### config.mk
export PLATFORM = sky130hd
export DESIGN_NAME = apb_initiator
export DESIGN_NICKNAME = d
export VERILOG_FILES = /design/src/rtl/apb_initiator.sv
export SDC_FILE = /design/constraint.sdc
export NUM_CORES = 1
export LEC_CHECK = 0
export CAP_MARGIN = 20
export CORE_MARGIN = 3
export CORE_UTILIZATION = 46
export DETAILED_ROUTE_END_ITERATION = 6
export PLACE_DENSITY = 0.93
export SETUP_SLACK_MARGIN = 0.5
export SYNTH_ARGS = -nofsm -noshare
export SYNTH_HDL_FRONTEND = slang
export SYNTH_SLANG_ARGS = --single-unit
### constraint.sdc
create_clock -name clk -period 2.95 [get_ports clk]
set_input_delay 0.4425 -clock clk [delete_from_list [all_inputs] [get_ports clk]]
set_output_delay 0.4425 -clock clk [all_outputs]
set_load 0.01 [all_outputs]
### src/rtl/apb_initiator.sv
// rtl/apb_initiator.sv - single-command APB initiator with per-access timeout
module apb_initiator #(
  parameter int ADDR_W  = 16,
  parameter int DATA_W  = 32,
  parameter int TIMEOUT = 255
) (
  input  logic                  clk,
  input  logic                  rst,
  input  logic                  cmd_valid,
  output logic                  cmd_ready,
  input  logic                  cmd_write,
  input  logic [ADDR_W-1:0]     cmd_addr,
  input  logic [DATA_W-1:0]     cmd_wdata,
  input  logic [DATA_W/8-1:0]   cmd_wstrb,
  output logic                  rsp_valid,
  output logic [DATA_W-1:0]     rsp_rdata,
  output logic                  rsp_err,
  output logic                  rsp_timeout,
  output logic                  psel,
  output logic                  penable,
  output logic                  pwrite,
  output logic [ADDR_W-1:0]     paddr,
  output logic [DATA_W-1:0]     pwdata,
  output logic [DATA_W/8-1:0]   pstrb,
  input  logic [DATA_W-1:0]     prdata,
  input  logic                  pready,
  input  logic                  pslverr
);

  localparam int STRB_W = DATA_W / 8;
  // Counter only has to reach TIMEOUT; keep one bit when the timeout is disabled.
  localparam int CNT_W = (TIMEOUT > 0) ? $clog2(TIMEOUT + 1) : 1;
  // Value the counter holds in the ACCESS cycle that, if still not ready, aborts.
  localparam logic [CNT_W-1:0] CNT_LAST = (TIMEOUT > 0) ? CNT_W'(TIMEOUT - 1) : '0;

  typedef enum logic [1:0] {
    S_IDLE   = 2'd0,
    S_SETUP  = 2'd1,
    S_ACCESS = 2'd2,
    S_RESP   = 2'd3
  } state_t;

  state_t              r_state;
  logic [CNT_W-1:0]    r_cnt;
  logic                r_cmd_ready;
  logic                r_rsp_valid;
  logic [DATA_W-1:0]   r_rsp_rdata;
  logic                r_rsp_err;
  logic                r_rsp_timeout;
  logic                r_psel;
  logic                r_penable;
  logic                r_pwrite;
  logic [ADDR_W-1:0]   r_paddr;
  logic [DATA_W-1:0]   r_pwdata;
  logic [STRB_W-1:0]   r_pstrb;

  logic                w_cnt_sat;
  logic                w_timeout_hit;

  assign w_cnt_sat     = &r_cnt;
  assign w_timeout_hit = (TIMEOUT != 0) && (r_cnt == CNT_LAST);

  assign cmd_ready   = r_cmd_ready;
  assign rsp_valid   = r_rsp_valid;
  assign rsp_rdata   = r_rsp_rdata;
  assign rsp_err     = r_rsp_err;
  assign rsp_timeout = r_rsp_timeout;
  assign psel        = r_psel;
  assign penable     = r_penable;
  assign pwrite      = r_pwrite;
  assign paddr       = r_paddr;
  assign pwdata      = r_pwdata;
  assign pstrb       = r_pstrb;

  // Transfer sequencer: all outputs are registered and cleared asynchronously by reset.
  always_ff @(posedge clk or negedge rst) begin
    if (!rst) begin
      r_state       <= S_IDLE;
      r_cnt         <= '0;
      r_cmd_ready   <= 1'b0;
      r_rsp_valid   <= 1'b0;
      r_rsp_rdata   <= '0;
      r_rsp_err     <= 1'b0;
      r_rsp_timeout <= 1'b0;
      r_psel        <= 1'b0;
      r_penable     <= 1'b0;
      r_pwrite      <= 1'b0;
      r_paddr       <= '0;
      r_pwdata      <= '0;
      r_pstrb       <= '0;
    end else begin
      case (r_state)
        S_IDLE: begin
          if (cmd_valid && r_cmd_ready) begin
            r_cmd_ready <= 1'b0;
            r_pwrite    <= cmd_write;
            r_paddr     <= cmd_addr;
            r_pwdata    <= cmd_wdata;
            r_pstrb     <= cmd_write ? cmd_wstrb : '0;
            r_psel      <= 1'b1;
            r_penable   <= 1'b0;
            r_state     <= S_SETUP;
          end else begin
            r_cmd_ready <= 1'b1;
          end
        end
        S_SETUP: begin
          r_cnt     <= '0;
          r_penable <= 1'b1;
          r_state   <= S_ACCESS;
        end
        S_ACCESS: begin
          if (pready) begin
            // A ready slave wins even in the cycle the count would expire.
            r_rsp_rdata   <= r_pwrite ? '0 : prdata;
            r_rsp_err     <= pslverr;
            r_rsp_timeout <= 1'b0;
            r_rsp_valid   <= 1'b1;
            r_psel        <= 1'b0;
            r_penable     <= 1'b0;
            r_state       <= S_RESP;
          end else begin
            if (!w_cnt_sat) begin
              r_cnt <= r_cnt + 1'b1;
            end
            if (w_timeout_hit) begin
              r_rsp_rdata   <= '0;
              r_rsp_err     <= 1'b1;
              r_rsp_timeout <= 1'b1;
              r_rsp_valid   <= 1'b1;
              r_psel        <= 1'b0;
              r_penable     <= 1'b0;
              r_state       <= S_RESP;
            end
          end
        end
        S_RESP: begin
          r_rsp_valid <= 1'b0;
          r_cmd_ready <= 1'b1;
          r_state     <= S_IDLE;
        end
        default: begin
          r_state <= S_IDLE;
        end
      endcase
    end
  end

endmodule

==> metrics.txt <==
status finished, final reports clean; final-layout fill cell count slightly above 600; Setup TNS Final 0 ns; WL final about 11 mm; most frequent cells in the layout 179 x clkdlybuf4s50_1, 101 x dfrtp_1, 38 x mux2_2, 35 x a21o_1, 32 x and4b_1; Post-Syn Area per Cell roughly 14 um2; Final period util 65.14%; Final Util 72.23%; CP Data Required Time ~3.2 ns; CTS HTree Levels 3; Synth area leader dfrtp_1; Final Net Count 590; vias per cell around 5.3; worst r2r dst r_cnt[5]$_DFFE_PN0P_; Internal 0.004255 W; r2r setup slk between 1 and 1.5 ns; I/O Buffers 180; Skew-Pair Late Insertion Delay 0.36 ns; die span in x 102.8 um; area grow syn2layout 49.56%; final worst slack approximately 1.0 ns; combinational fraction of design power between 40% and 50%; clk buf depth 2; global-route wire length before repair 16.28 mm; Synth Cell Area 0.004314 mm2; clk sinks ~100; Num CTS Buffers 9; # DRC 0; final hold vios 0; GPL Wtd Cong around 0.76; Buf/Inv on CP 2; Min-Delay Path Class in -> async; max incr delay on CP between 0.3 and 0.4 ns; CTS tree yes; post-cts sizing count 0; Flop pwr share a little under two fifths; P_leak ~3.1 nW; fmax approximately 0.52 GHz; max-cap viol count 0; Die Ht 102.8 um; hold_buf cts 0; Synth async-reset ratio between 90% and 100%; sequential area share after synthesis 58.58%; worst slew pin tran around 0.63 ns; critical path class reg -> reg; Final min period a little under 2 ns; Wirelength per Cell roughly 18 um; Post-synth EDFFs 0; Net Count, Synth 414; DP HPWL 7.971 mm; number of global-route vias before repair around 3300; Switching Fraction a little under a third; dpl ws 0.9453 ns; # Post-CTS Setup Buffers 0; top-area cell type share of the netlist area about 59%; Synthesis Warnings 0; Clk pwr share between 10% and 20%; type of destination of the critical path flip-flop; critical path arrival approximately 2.2 ns; unrepaired setup endpoints after global routing false; Slowest-stage cell, CP dfrtp_1; FP Rows 34; PwrDens 964.2 mW/mm2; Cell Chain, Critical Path inv_1 > ha_1 > buf_4 > nand2b_1 > mux2_1 > a21o_1; commonest non-fill, non-tap cell in the layout clkdlybuf4s50_1; Crit path max-delay family flip-flops; GRT Total Usage 19.72%; CTS root buffer clkbuf_8; # setup viols final 0; via count approximately 3200; Starting Density 48.29%; Syn Inst Count around 320; grt ovf 0; DRT iter0 DRCs approximately 140; fraction of layout cells with a size suffix above 1 between 10% and 20%; largest net degree at the start of global routing 56; Detail Route Antenna Nets 0; top cells by area, synth dfrtp_1 59%, mux2_2 9.9%, and4b_1 7.4%, a21o_1 6.1%, mux2_1 3.9%; full die area ~0.011 mm2; Critical Path Fanout Max 38; total core area just under 0.009 mm2; I/O pin cnt 181; Slew HR roughly 58%; R2R cell count 6; count of different cell masters after synthesis 40; Pre-antenna DRT Iters 5; Net Sw Power approximately 0.0020 W; synthesis-stage register bit count about 100; initial antenna violation count 0; CTS clock-pin slew for the worst setup and hold paths roughly 0.09 ns; ANT cells 0; fin. max-slew vios 0; Reg2Reg Launch Point r_state[0]$_DFFE_PN0P_; Max IR drop VDD around 0.00058 V; crit path launch type flip-flop; Main synth FF type dfrtp_1; Fin Clk Skew roughly 0.018 ns
## worst register-to-register path, delay by kind of cell (launching register included)
family                     cells  cell delay [ns]
DFF                            1             0.39
buffers and inverters          2             0.36
muxes                          1             0.34
and+or+nand+nor                1             0.29
adders and majority gates      1             0.28
AOI/OAI and AO/OA              1             0.18
## per-stage QoR
step                instances  area, um2  hold slack, ns  power [W]
floorplan                 318       4314          0.1469   0.003653
global placement          591       6205          0.4582   0.005078
detailed placement        591       6205          0.4654   0.005216
CTS                       607       6452         0.09456   0.006300
global route              607       6452          0.1081   0.006578
finish                    607       6452         0.09306   0.006222
## how the worst max path moves through the flow
stage,startpoint,endpoint,slack (ns),cells past startpoint
detailed placement,pready,r_cnt[5]$_DFFE_PN0P_,0.95,5
floorplan,r_state[0]$_DFFE_PN0P_,paddr[10]$_DFFE_PN0P_,1.30,6
global route,r_state[0]$_DFFE_PN0P_,r_cnt[5]$_DFFE_PN0P_,0.92,6
CTS,r_state[0]$_DFFE_PN0P_,r_cnt[5]$_DFFE_PN0P_,1.02,6
global placement,pready,r_cnt[5]$_DFFE_PN0P_,0.99,5
finish,r_state[0]$_DFFE_PN0P_,r_cnt[5]$_DFFE_PN0P_,1.03,6
## sequential cells by signal, indices dropped and copies added, names as in the netlist
name / cells
pwdata: 32
rsp_valid: 1
pwrite: 1
rsp_err: 1
r_state: 2
rsp_timeout: 1
rsp_rdata: 32
psel: 1
paddr: 16
cmd_ready: 1
r_cnt: 8
pstrb: 4
penable: 1
## cells in the mapped netlist (4+ instances only)
cell type	number
ha_1	6
and4b_1	32
mux2_1	15
mux2_2	38
clkbuf_1	8
a21oi_1	5
inv_1	8
dfrtp_1	101
a21o_1	35
buf_2	7
buf_6	4
o21ai_0	5
nand2_1	12
nand3_1	8
## power groups by stage
| stage | clock [W] | sequential, W | combinational [W] |
|---|---|---|---|
| after floorplan | 0 | 0.00257 | 0.00108 |
| after global placement | 0 | 0.00230 | 0.00278 |
| after detailed placement | 0 | 0.00235 | 0.00287 |
| after CTS | 0.00109 | 0.00232 | 0.00289 |
| after global routing | 0.00113 | 0.00238 | 0.00306 |
| final | 0.00105 | 0.00232 | 0.00285 |
## layout make-up
cell class              instances  area, um2  area share (%)
flip-flops and latches        101       2527           39.17
clock inverters                 5      106.4           1.648
well taps                     108      135.1           2.094
clock buffers                  11      141.4           2.191
inverters                       8      30.03          0.4654
multi-input cells             188       1643           25.46
repair buffers                186       1869           28.97
## logic make-up after synthesis
group | count (synthesis) | synth area share [%]
flops | 101 | 58.58
simple gates | 67 | 11.89
compound gates | 60 | 10.06
mux | 54 | 14.07
buf+inv | 29 | 3.451
fa+ha+maj | 6 | 1.740
xor+xnor | 1 | 0.2031
## per-layer routing
metal,part of all wire (%),GRT usage (%),routed length (um),up-vias
met2,52,34.51,5688,114
met4,2.0,6.474,221,0
met1,39,24.47,4280,1605
met3,6.1,4.060,664,19
met5,0,0,0,-
li1,-,-,-,1506
(Power assumes the default switching activity.)
